**config.mk**
```make
export PLATFORM = sky130hd
export DESIGN_NAME = rtc_time_reader_flat
export DESIGN_NICKNAME = d
export VERILOG_FILES = /design/src/rtl/rtc_pkg.sv /design/src/rtl/rtc_time_reader_if.sv /design/src/rtl/rtc_hours_normalizer.sv /design/src/rtl/rtc_time_reader.sv /design/src/flat_wrapper.sv
export SDC_FILE = /design/constraint.sdc
export NUM_CORES = 1
export LEC_CHECK = 0
export ABC_CLOCK_PERIOD_IN_PS = 5200
export BUFFER_PORTS_ARGS = -buffer_cell sky130_fd_sc_hd__buf_4
export CORE_MARGIN = 2
export CORE_UTILIZATION = 58
export DETAILED_ROUTE_END_ITERATION = 7
export PLACE_DENSITY_LB_ADDON = 0.2
export SYNTH_ARGS = -nofsm -noshare
export SYNTH_HDL_FRONTEND = slang
export SYNTH_HIERARCHICAL = 1
export SYNTH_SLANG_ARGS = --single-unit
```
**constraint.sdc**
```tcl
create_clock -name clock -period 5.2 [get_ports clock]
set_clock_uncertainty 0.2 [all_clocks]
set_input_delay 0.26 -clock clock [delete_from_list [all_inputs] [get_ports clock]]
set_output_delay 0.26 -clock clock [all_outputs]
set_load 0.005 [all_outputs]
```
**src/rtl/rtc_pkg.sv**
```systemverilog
// Shared types and constants for the DS1307-style time reader: FSM states,
// register pointer, read length, BCD limits and the 12h->24h BCD helper.
package rtc_pkg;

  typedef enum logic [2:0] {
    Idle,
    Request,
    WaitAccept,
    WaitDone,
    Decode
  } state_e;

  localparam logic [7:0] RtcRegPointer = 8'h00;
  localparam int         RtcReadBytes  = 3;

  localparam logic [3:0] BcdMaxDigit   = 4'd9;
  localparam logic [7:0] BcdMaxSecMin  = 8'h59;
  localparam logic [7:0] BcdMaxHour24  = 8'h23;
  localparam logic [7:0] BcdMaxHour12  = 8'h12;

  // BCD(h12 + 12) for a 12h field of 01..11; the result always lies in 13..23.
  function automatic logic [7:0] bcd_plus12(input logic [4:0] h12);
    logic [7:0] bin;
    bin = {4'd0, h12[3:0]} + (h12[4] ? 8'd22 : 8'd12);
    if (bin >= 8'd20) return {4'd2, 4'(bin - 8'd20)};
    else              return {4'd1, 4'(bin - 8'd10)};
  endfunction

endpackage

```
**src/rtl/rtc_time_reader_if.sv**
```systemverilog
// I2C master command/response bundle between the time reader and the I2C master.
// Handshake: i2cStart is a one-cycle request taken while i2cReady=1; the master
// acknowledges by dropping i2cReady, and its return to 1 marks completion, at
// which point i2cBytesRead and i2cClockStretchTimeout are valid.
interface rtc_time_reader_if;
  logic        i2cStart;
  logic [6:0]  i2cAddress;
  logic [7:0]  i2cNrOfBytesToSend;
  logic [7:0]  i2cByteToSend;
  logic [7:0]  i2cNrOfBytesToRead;
  logic [23:0] i2cBytesRead;
  logic        i2cReady;
  logic        i2cClockStretchTimeout;

  modport master (
    output i2cStart, i2cAddress, i2cNrOfBytesToSend, i2cByteToSend, i2cNrOfBytesToRead,
    input  i2cBytesRead, i2cReady, i2cClockStretchTimeout
  );

  modport slave (
    input  i2cStart, i2cAddress, i2cNrOfBytesToSend, i2cByteToSend, i2cNrOfBytesToRead,
    output i2cBytesRead, i2cReady, i2cClockStretchTimeout
  );
endinterface

```
**src/rtl/rtc_hours_normalizer.sv**
```systemverilog
// Converts a raw DS1307 hours register (12h or 24h mode) into 24h BCD and
// flags whether the raw field held a legal hour.
module rtc_hours_normalizer
  import rtc_pkg::*;
(
  input  logic [7:0] hours_raw_i,
  output logic [7:0] hours_bcd_o,
  output logic       hours_ok_o
);

  logic [7:0] h24;
  logic [7:0] h12;
  logic       pm;

  always_comb begin
    h24         = {2'b00, hours_raw_i[5:0]};
    h12         = {3'b000, hours_raw_i[4:0]};
    pm          = hours_raw_i[5];
    hours_bcd_o = h24;
    hours_ok_o  = (h24[3:0] <= BcdMaxDigit) && (h24 <= BcdMaxHour24);
    if (hours_raw_i[6]) begin
      hours_ok_o = (h12[3:0] <= BcdMaxDigit) && (h12 != 8'h00) && (h12 <= BcdMaxHour12);
      // 12 AM is midnight (00) and 12 PM is noon (12).
      if (h12 == BcdMaxHour12) hours_bcd_o = pm ? BcdMaxHour12 : 8'h00;
      else                     hours_bcd_o = pm ? bcd_plus12(h12[4:0]) : h12;
    end
  end

endmodule

```
**src/rtl/rtc_time_reader.sv**
```systemverilog
// Periodic RTC poller: writes pointer 0x00, reads seconds/minutes/hours over the
// I2C master, validates the BCD and publishes 24h time plus status flags.
module rtc_time_reader
  import rtc_pkg::*;
#(
  parameter int unsigned ClockFrequency = 1000000,
  parameter int unsigned PollPeriodMs   = 250,
  parameter int unsigned ReadyTimeoutMs = 50,
  parameter logic [6:0]  RtcAddress     = 7'h68
) (
  input  logic               clock,
  input  logic               reset,
  input  logic               readNow,
  rtc_time_reader_if.master  i2c,
  output logic [7:0]         secondsBcd,
  output logic [7:0]         minutesBcd,
  output logic [7:0]         hoursBcd,
  output logic               clockHalted,
  output logic               timeValid,
  output logic               updated,
  output logic               busy,
  output logic               errorTimeout,
  output logic               errorData,
  output state_e             stateDebug
);

  localparam int unsigned PollCycles = ClockFrequency / 1000 * PollPeriodMs;
  localparam int unsigned TmoCycles  = ClockFrequency / 1000 * ReadyTimeoutMs;
  localparam int          PollW      = $clog2(PollCycles + 1);
  localparam int          TmoW       = $clog2(TmoCycles + 1);
  localparam logic [PollW-1:0] PollLast = PollW'(PollCycles - 1);
  localparam logic [TmoW-1:0]  TmoLast  = TmoW'(TmoCycles - 1);

  state_e            state_q, state_d;
  logic [PollW-1:0]  poll_cnt_q, poll_cnt_d;
  logic [TmoW-1:0]   tmo_cnt_q, tmo_cnt_d;
  logic              pending_q, pending_d;
  logic [23:0]       bytes_q, bytes_d;
  logic [7:0]        sec_q, sec_d, min_q, min_d, hr_q, hr_d;
  logic              ch_q, ch_d, valid_q, valid_d, upd_q, upd_d;
  logic              start_q, start_d, busy_q, busy_d;
  logic              err_tmo_q, err_tmo_d, err_data_q, err_data_d;

  logic              expire, tmo_hit, sec_ok, min_ok, hr_ok;
  logic [7:0]        sec_raw, min_raw, hr_norm;

  rtc_hours_normalizer u_hours (
    .hours_raw_i (bytes_q[23:16]),
    .hours_bcd_o (hr_norm),
    .hours_ok_o  (hr_ok)
  );

  assign sec_raw = {1'b0, bytes_q[6:0]};
  assign min_raw = {1'b0, bytes_q[14:8]};
  assign sec_ok  = (sec_raw[3:0] <= BcdMaxDigit) && (sec_raw <= BcdMaxSecMin);
  assign min_ok  = (min_raw[3:0] <= BcdMaxDigit) && (min_raw <= BcdMaxSecMin);
  assign expire  = (poll_cnt_q == PollLast);
  assign tmo_hit = (tmo_cnt_q == TmoLast);

  always_comb begin
    state_d    = state_q;
    poll_cnt_d = expire ? '0 : poll_cnt_q + 1'b1;
    pending_d  = pending_q | expire | readNow;
    tmo_cnt_d  = tmo_cnt_q;
    bytes_d    = bytes_q;
    sec_d      = sec_q;
    min_d      = min_q;
    hr_d       = hr_q;
    ch_d       = ch_q;
    valid_d    = valid_q;
    upd_d      = 1'b0;
    err_tmo_d  = err_tmo_q;
    err_data_d = err_data_q;
    unique case (state_q)
      Idle: begin
        if (pending_q && i2c.i2cReady) begin
          // A request arriving in this same cycle stays queued for the next poll.
          pending_d  = expire | readNow;
          err_tmo_d  = 1'b0;
          err_data_d = 1'b0;
          state_d    = Request;
        end
      end
      Request: begin
        tmo_cnt_d = '0;
        state_d   = WaitAccept;
      end
      WaitAccept: begin
        if (!i2c.i2cReady) begin
          tmo_cnt_d = '0;
          state_d   = WaitDone;
        end else if (tmo_hit) begin
          err_tmo_d = 1'b1;
          state_d   = Idle;
        end else begin
          tmo_cnt_d = tmo_cnt_q + 1'b1;
        end
      end
      WaitDone: begin
        if (i2c.i2cReady) begin
          if (i2c.i2cClockStretchTimeout) begin
            err_tmo_d = 1'b1;
            state_d   = Idle;
          end else begin
            bytes_d = i2c.i2cBytesRead;
            state_d = Decode;
          end
        end else if (tmo_hit) begin
          err_tmo_d = 1'b1;
          state_d   = Idle;
        end else begin
          tmo_cnt_d = tmo_cnt_q + 1'b1;
        end
      end
      Decode: begin
        if (sec_ok && min_ok && hr_ok) begin
          sec_d   = sec_raw;
          min_d   = min_raw;
          hr_d    = hr_norm;
          ch_d    = bytes_q[7];
          valid_d = 1'b1;
          upd_d   = 1'b1;
        end else begin
          err_data_d = 1'b1;
        end
        state_d = Idle;
      end
      default: state_d = Idle;
    endcase
    start_d = (state_d == Request);
    busy_d  = (state_d != Idle);
  end

  always_ff @(posedge clock or negedge reset) begin
    if (!reset) begin
      state_q    <= Idle;
      poll_cnt_q <= '0;
      tmo_cnt_q  <= '0;
      pending_q  <= 1'b0;
      bytes_q    <= '0;
      sec_q      <= '0;
      min_q      <= '0;
      hr_q       <= '0;
      ch_q       <= 1'b0;
      valid_q    <= 1'b0;
      upd_q      <= 1'b0;
      start_q    <= 1'b0;
      busy_q     <= 1'b0;
      err_tmo_q  <= 1'b0;
      err_data_q <= 1'b0;
    end else begin
      state_q    <= state_d;
      poll_cnt_q <= poll_cnt_d;
      tmo_cnt_q  <= tmo_cnt_d;
      pending_q  <= pending_d;
      bytes_q    <= bytes_d;
      sec_q      <= sec_d;
      min_q      <= min_d;
      hr_q       <= hr_d;
      ch_q       <= ch_d;
      valid_q    <= valid_d;
      upd_q      <= upd_d;
      start_q    <= start_d;
      busy_q     <= busy_d;
      err_tmo_q  <= err_tmo_d;
      err_data_q <= err_data_d;
    end
  end

  assign i2c.i2cStart           = start_q;
  assign i2c.i2cAddress         = RtcAddress;
  assign i2c.i2cNrOfBytesToSend = 8'd1;
  assign i2c.i2cByteToSend      = RtcRegPointer;
  assign i2c.i2cNrOfBytesToRead = 8'(RtcReadBytes);

  assign secondsBcd   = sec_q;
  assign minutesBcd   = min_q;
  assign hoursBcd     = hr_q;
  assign clockHalted  = ch_q;
  assign timeValid    = valid_q;
  assign updated      = upd_q;
  assign busy         = busy_q;
  assign errorTimeout = err_tmo_q;
  assign errorData    = err_data_q;
  assign stateDebug   = state_q;

endmodule

```
**src/flat_wrapper.sv**
```systemverilog
// flat-port wrapper written by rule: the top's interface ports become plain ports
module rtc_time_reader_flat import rtc_pkg::*;
#(
  parameter int unsigned ClockFrequency = 1000000,
  parameter int unsigned PollPeriodMs   = 250,
  parameter int unsigned ReadyTimeoutMs = 50,
  parameter logic [6:0]  RtcAddress     = 7'h68
)
  (clock, reset, readNow, secondsBcd, minutesBcd, hoursBcd, clockHalted, timeValid, updated, busy, errorTimeout, errorData, stateDebug, i2c_i2cStart, i2c_i2cAddress, i2c_i2cNrOfBytesToSend, i2c_i2cByteToSend, i2c_i2cNrOfBytesToRead, i2c_i2cBytesRead, i2c_i2cReady, i2c_i2cClockStretchTimeout);
  rtc_time_reader_if i2c_i ();
  input  logic clock;
  input  logic reset;
  input  logic readNow;
  output logic [7:0] secondsBcd;
  output logic [7:0] minutesBcd;
  output logic [7:0] hoursBcd;
  output logic clockHalted;
  output logic timeValid;
  output logic updated;
  output logic busy;
  output logic errorTimeout;
  output logic errorData;
  output state_e stateDebug;
  output wire logic [$bits(i2c_i.i2cStart)-1:0] i2c_i2cStart;
  output wire logic [$bits(i2c_i.i2cAddress)-1:0] i2c_i2cAddress;
  output wire logic [$bits(i2c_i.i2cNrOfBytesToSend)-1:0] i2c_i2cNrOfBytesToSend;
  output wire logic [$bits(i2c_i.i2cByteToSend)-1:0] i2c_i2cByteToSend;
  output wire logic [$bits(i2c_i.i2cNrOfBytesToRead)-1:0] i2c_i2cNrOfBytesToRead;
  input wire logic [$bits(i2c_i.i2cBytesRead)-1:0] i2c_i2cBytesRead;
  input wire logic [$bits(i2c_i.i2cReady)-1:0] i2c_i2cReady;
  input wire logic [$bits(i2c_i.i2cClockStretchTimeout)-1:0] i2c_i2cClockStretchTimeout;
  assign i2c_i2cStart = i2c_i.i2cStart;
  assign i2c_i2cAddress = i2c_i.i2cAddress;
  assign i2c_i2cNrOfBytesToSend = i2c_i.i2cNrOfBytesToSend;
  assign i2c_i2cByteToSend = i2c_i.i2cByteToSend;
  assign i2c_i2cNrOfBytesToRead = i2c_i.i2cNrOfBytesToRead;
  assign i2c_i.i2cBytesRead = i2c_i2cBytesRead;
  assign i2c_i.i2cReady = i2c_i2cReady;
  assign i2c_i.i2cClockStretchTimeout = i2c_i2cClockStretchTimeout;
  rtc_time_reader #(.ClockFrequency(ClockFrequency), .PollPeriodMs(PollPeriodMs), .ReadyTimeoutMs(ReadyTimeoutMs), .RtcAddress(RtcAddress)) u_core (.clock(clock), .reset(reset), .readNow(readNow), .i2c(i2c_i), .secondsBcd(secondsBcd), .minutesBcd(minutesBcd), .hoursBcd(hoursBcd), .clockHalted(clockHalted), .timeValid(timeValid), .updated(updated), .busy(busy), .errorTimeout(errorTimeout), .errorData(errorData), .stateDebug(stateDebug));
endmodule
```
# Yosys cells after proc, flatten, opt, wreduce, memory -nomap -nowiden
# Index checks and enable logic that the tools add are counted.
# op_classes
n_addsub,5
n_lt_le_gt_ge,8
eq_ne,13
n_mux,30
n_bitwise,4
reduce_logical,19
# ops
cell,n
16-bit two-way mux,3
16-bit case mux with 3 select lines,1
"18-bit by 1-bit adder with 18-bit output, second input constant",1
"18-bit == test, second input constant",1
18-bit two-way mux,1
"16-bit by 1-bit adder with 16-bit output, second input constant",1
"16-bit == test, second input constant",1
8-bit two-way mux,2
3-bit two-way mux,5
"7-bit less-or-equal comparator, second input constant",2
"4-bit less-or-equal comparator, second input constant",3
6-bit two-way mux,2
3-bit case mux with 4 select lines,1
1-bit two-way mux,11
5-bit two-way mux,2
3-bit nonzero test,3
1-bit logical AND,8
4-bit by 5-bit adder with 6-bit output,1
"3-bit by 1-bit == test with 1-bit output, second input constant",2
"3-bit by 2-bit == test with 1-bit output, second input constant",2
"6-bit by 5-bit >= comparator with 1-bit output, second input constant",1
"6-bit less-or-equal comparator, second input constant",1
"2-bit != test, second input constant",3
3-bit AND reduction,2
other kinds (16),19
# totals
ff_bits,90
inputBits,29
output_inout_bits,65
elab_cells,94

# Depth between registers and ports, before layout
# depth
depth_word,7
mapped_depth,9
depth_no_buf,9

# Hierarchy
# Netlist, hierarchy kept.
# by_module_without_submodules
mod,n_inst,cells_per_inst,area_per_inst_um2,seq_area_each_um2
rtc_time_reader,1,366,4309.1,2252.2
rtc_hours_normalizer,1,47,337.8,0.0

# Least setup slack after synthesis
# OpenSTA, ideal clock, no wires.
# synth_path
path_type,reg-to-reg
from,register u_core.bytes_q[19]
to,"register u_core.hr_q[7], in the netlist u_core/hoursBcd[7]"
setup_ps,125
t_arrival_ps,2236
t_required_ps,4875
slack_ps,2639
stages_incl_launch_ff,10
n_path_buf,2
synth_period_minus_slack_ps,2561
path_cell_list,dfrtp_1 nor4b_2 and2_1 buf_6 o2111ai_1 o21ai_1 nand4_1 nor4_4 buf_2 mux2_2
# synth_via
elab_chain_cells,6
word_cells_on_any_way,10
classes_between,3 x order compare; 1 x mux; 6 x reduce/logical
# synth_lines
item,line_no,rtl
"start, declared",rtc_time_reader.sv:38,"logic [23:0] bytes_q, bytes_d;"
"start signal, assigned",rtc_time_reader.sv:156,bytes_q <= bytes_d;
4-bit less-or-equal comparator or 5-bit nonzero test (tied branches),"rtc_hours_normalizer.sv:20, rtc_hours_normalizer.sv:22",
1-bit logical AND (2 in series),rtc_hours_normalizer.sv:22,hours_ok_o = (h12[3:0] <= BcdMaxDigit) && (h12 != 8'h00) && (h12 <= BcdMaxHour12);
1-bit two-way mux (*),rtc_hours_normalizer.sv:21,if (hours_raw_i[6]) begin
net u_core.hr_ok,rtc_time_reader.sv:44,"logic expire, tmo_hit, sec_ok, min_ok, hr_ok;"
1-bit logical AND (*),rtc_time_reader.sv:116,if (sec_ok && min_ok && hr_ok) begin
2-bit AND reduction (no line) (*),n/a,
"end signal, assigned",rtc_time_reader.sv:159,hr_q <= hr_d;
"end, declared",rtc_time_reader.sv:39,"logic [7:0] sec_q, sec_d, min_q, min_d, hr_q, hr_d;"
# Mark *: on every way through the listed nets, which the timed path passes. The rest lies on a longest branch.
# A chain may end at the register's enable or synchronous reset.

# Worst setup path after layout
# layout_path
from,register u_core.bytes_q[19]
to,"register u_core.min_q[5], in the netlist u_core/minutesBcd[5]"
# layout_via
elab_chain_cells,6
word_cells_on_any_way,10
classes_between,3 x order compare; 1 x mux; 6 x reduce/logical
# layout_lines
item,line_no,rtl
4-bit less-or-equal comparator or 5-bit nonzero test (tied branches),"rtc_hours_normalizer.sv:20, rtc_hours_normalizer.sv:22",
1-bit logical AND (2 in series),rtc_hours_normalizer.sv:22,
1-bit two-way mux (*),rtc_hours_normalizer.sv:21,
net u_core.hr_ok,rtc_time_reader.sv:44,
1-bit logical AND (*),rtc_time_reader.sv:116,
2-bit AND reduction (no line) (*),n/a,
"end signal, assigned",rtc_time_reader.sv:158,min_q <= min_d;
"end, declared",rtc_time_reader.sv:39,
# Marked as above.

==> results.md <==
- Met1 layer usage reported by global route: between 20% and 30%
- GRT Residual Overflow: 0
- Worst-path fanout max: 25
- Final WL: 9310 um
- Final hold violation count: 0
- CTS tree: built
- Worst Max-Slew Pin Slew: 1210 ps
- Deepest clock path buffer count: 2
- Setup violations, final: 0
- Leak Pwr: 2.47 nW
- Max Fclk: 346 MHz
- Number of maximum-capacitance constraint violations: 0
- Core utilization of the finished layout: between 70% and 80%
- Diode count: 0
- DP Area: approximately 0.005 mm2
- Worst min-delay path startpoint: i2c_i2cReady
- Reg-to-Reg End: u_core/minutesBcd[5]
- Total routing usage reported by global routing: 22.9%
- Average cell area after synthesis: ~11 um2
- RSZ-0062 raised after global routing: no
- Ratio of cells with drive above 1 in the final layout: ~30%
- Number of max-slew violations in the final report: 0
- Number of H-tree branching levels: 3
- Status: finished clean
- Most used routing layer: met2
- Combined area of all synthesized cells: 0.00461 mm2
- Wirelength per Cell: 15.6 um
- Final Wtd Congestion: 0.819
- GRT met3 Usage: 4.51%
- Pre-antenna DRT Iters: 5
- Slack of the worst reg-to-reg path: around 2300 ps
- Count of routing violations after the opening detailed-route iteration: 142
- Critical path capture point type: flip-flop
- Largest net degree at the start of global routing: between 60 and 70
- CTS sink count: between 80 and 90
- Post-CTS Repair Setup Buffers: 0
- Via count: about 3,300
- WHS Endpoint: u_core/stateDebug[0]
- Vias in the first global route: 3,270
- # DRC: 0
- Startpoint kind of the worst setup timing path: flip-flop
- Area of the core: roughly 0.0077 mm2
- Post-route clock period utilization: 55.5%
- Wire length of the first global-routing pass: 15,700 um
- Post-CTS clock slew at the launch and capture registers of the worst setup and hold paths: ~90 ps
- Hold Path Cell Cnt: 3
- Path type of the worst min-delay path: in -> reg
- Net count of the finished layout: between 500 and 600
- Power density over the cells: approximately 450 mW/mm2
- Die area: 0.00868 mm2
- Signed area change from the synthesized netlist to the final layout: 17.5%
- Sum of negative setup slack: 0 ps
- Worst hold-check slack: between 80 and 90 ps
- I/O Buffers: just under 60
- Critical path class: reg -> reg
- Min Tclk post-route: between 2000 and 3000 ps
- Power, Total: around 2.4 mW
- Count of synthesis-stage warnings from yosys: 6
- Number of rows created at floorplan: 32
- Worst-case reg-to-reg path depth: 8
- Initial core utilization: 59.7%
- Final Instance Area: between 0.005 and 0.006 mm2
- Later-pin clock latency in the skew report: 350 ps
- Antenna violations before repair: 0
- Half-perimeter wire length of the detailed placement result: approximately 6000 um
- Via density: roughly 5.6
- Root Buffer Master: sky130_fd_sc_hd__clkbuf_8
- Die Span Y: ~93 um
- Number of buffers inserted during clock tree synthesis: 9
- Endpoint required time on the critical path: 5230 ps
- Startpoint of the lowest-slack register-to-register path: u_core/bytes_q[19]
- Relative slew slack: 18.6%
- Remaining number of nets flagged by the antenna check after routing: 0
- M2 GR Usage: around 41%
- Worst endpoint data arrival time: slightly below 3000 ps
- Top-level port count: 94
- Post-synthesis instance total: ~410
- Maximum vdd ir drop: 0.347 mV
- Die extent in x: between 90 and 100 um
## stage by stage
| stage | cells | setup slack [ps] |
|---|---|---|
| finish | 595 | 2310 |
| global route | 595 | 2130 |
| CTS | 595 | 2310 |
| detailed placement | 555 | 2330 |
| global placement | 555 | 2430 |
| floorplan | 443 | 2640 |
## state kept, by name (all words and copies together), names as in the netlist
name                 count
u_core/tmo_cnt_q        16
u_core/minutesBcd        7
u_core/busy              1
u_core/timeValid         1
u_core/pending_q         1
u_core/secondsBcd        7
u_core/i2c.i2cStart      1
u_core/poll_cnt_q       18
u_core/updated           1
u_core/errorTimeout      1
u_core/clockHalted       1
u_core/stateDebug        3
u_core/hoursBcd          8
u_core/bytes_q          22
u_core/errorData         1
## worst max-delay path by stage
stage	start	end
2_1_floorplan	u_core/bytes_q[19]	u_core/hoursBcd[7]
3_3_place_gp	u_core/bytes_q[19]	u_core/hoursBcd[2]
3_5_place_dp	u_core/bytes_q[19]	u_core/secondsBcd[3]
4_1_cts	u_core/bytes_q[19]	u_core/minutesBcd[5]
5_1_grt	u_core/bytes_q[19]	u_core/minutesBcd[5]
6_report	u_core/bytes_q[19]	u_core/minutesBcd[5]
## layer usage
metal | share of wire [%] | wire [um]
met5 | 0 | 0
met3 | 5.1 | 474
met4 | 1.6 | 153
met2 | 52 | 4820
met1 | 41 | 3860
## placed cells by master (no fill, tap or decap), types with 5 or more instances in the layout
cell type,n
sky130_fd_sc_hd__xor2_1,7
sky130_fd_sc_hd__a21oi_1,12
sky130_fd_sc_hd__buf_4,60
sky130_fd_sc_hd__conb_1,35
sky130_fd_sc_hd__nor2_1,16
sky130_fd_sc_hd__a31oi_1,9
sky130_fd_sc_hd__nand4_1,6
sky130_fd_sc_hd__dfrtp_1,89
sky130_fd_sc_hd__nand2b_1,5
sky130_fd_sc_hd__ha_1,8
sky130_fd_sc_hd__o31ai_1,8
sky130_fd_sc_hd__o21ai_0,14
sky130_fd_sc_hd__inv_1,14
sky130_fd_sc_hd__nand2_1,20
sky130_fd_sc_hd__xnor2_1,10
sky130_fd_sc_hd__or2_2,5
sky130_fd_sc_hd__dlygate4sd3_1,24
sky130_fd_sc_hd__nand3_1,13
sky130_fd_sc_hd__mux2_2,44
sky130_fd_sc_hd__clkbuf_8,9
## critical path, cell delays in order, from the launching register on
cell	delay, ps
sky130_fd_sc_hd__dfrtp_1	480
sky130_fd_sc_hd__nor4b_2	290
sky130_fd_sc_hd__and2_1	330
sky130_fd_sc_hd__o2111ai_1	150
sky130_fd_sc_hd__o21ai_1	130
sky130_fd_sc_hd__nand4_1	230
sky130_fd_sc_hd__nor4_4	200
sky130_fd_sc_hd__buf_4	360
sky130_fd_sc_hd__mux2_2	390
## power breakdown
| part | internal (mW) | switching [mW] | leakage [nW] |
|---|---|---|---|
| Combinational | 0.450 | 0.402 | 1.21 |
| Sequential | 0.881 | 0.185 | 1.16 |
| Clock | 0.271 | 0.248 | 0.106 |
| Total | 1.60 | 0.835 | 2.47 |
## final cells by class
class                           instances  area (um2)
Clock inverter                          7        93.8
Multi-Input combinational cell        289        2100
Inverter                               15        56.3
Fill cell                             532        2310
Sequential cell                        89        2230
Tap cell                              102         128
Timing Repair Buffer                   84         691
Clock buffer                            9         124
## repair_timing
item                      CTS  global route
gates resized for setup     0             0
hold buffers               24             0
hold endpoints to repair   52             0
Note: power is estimated with default switching activity, not from simulation.
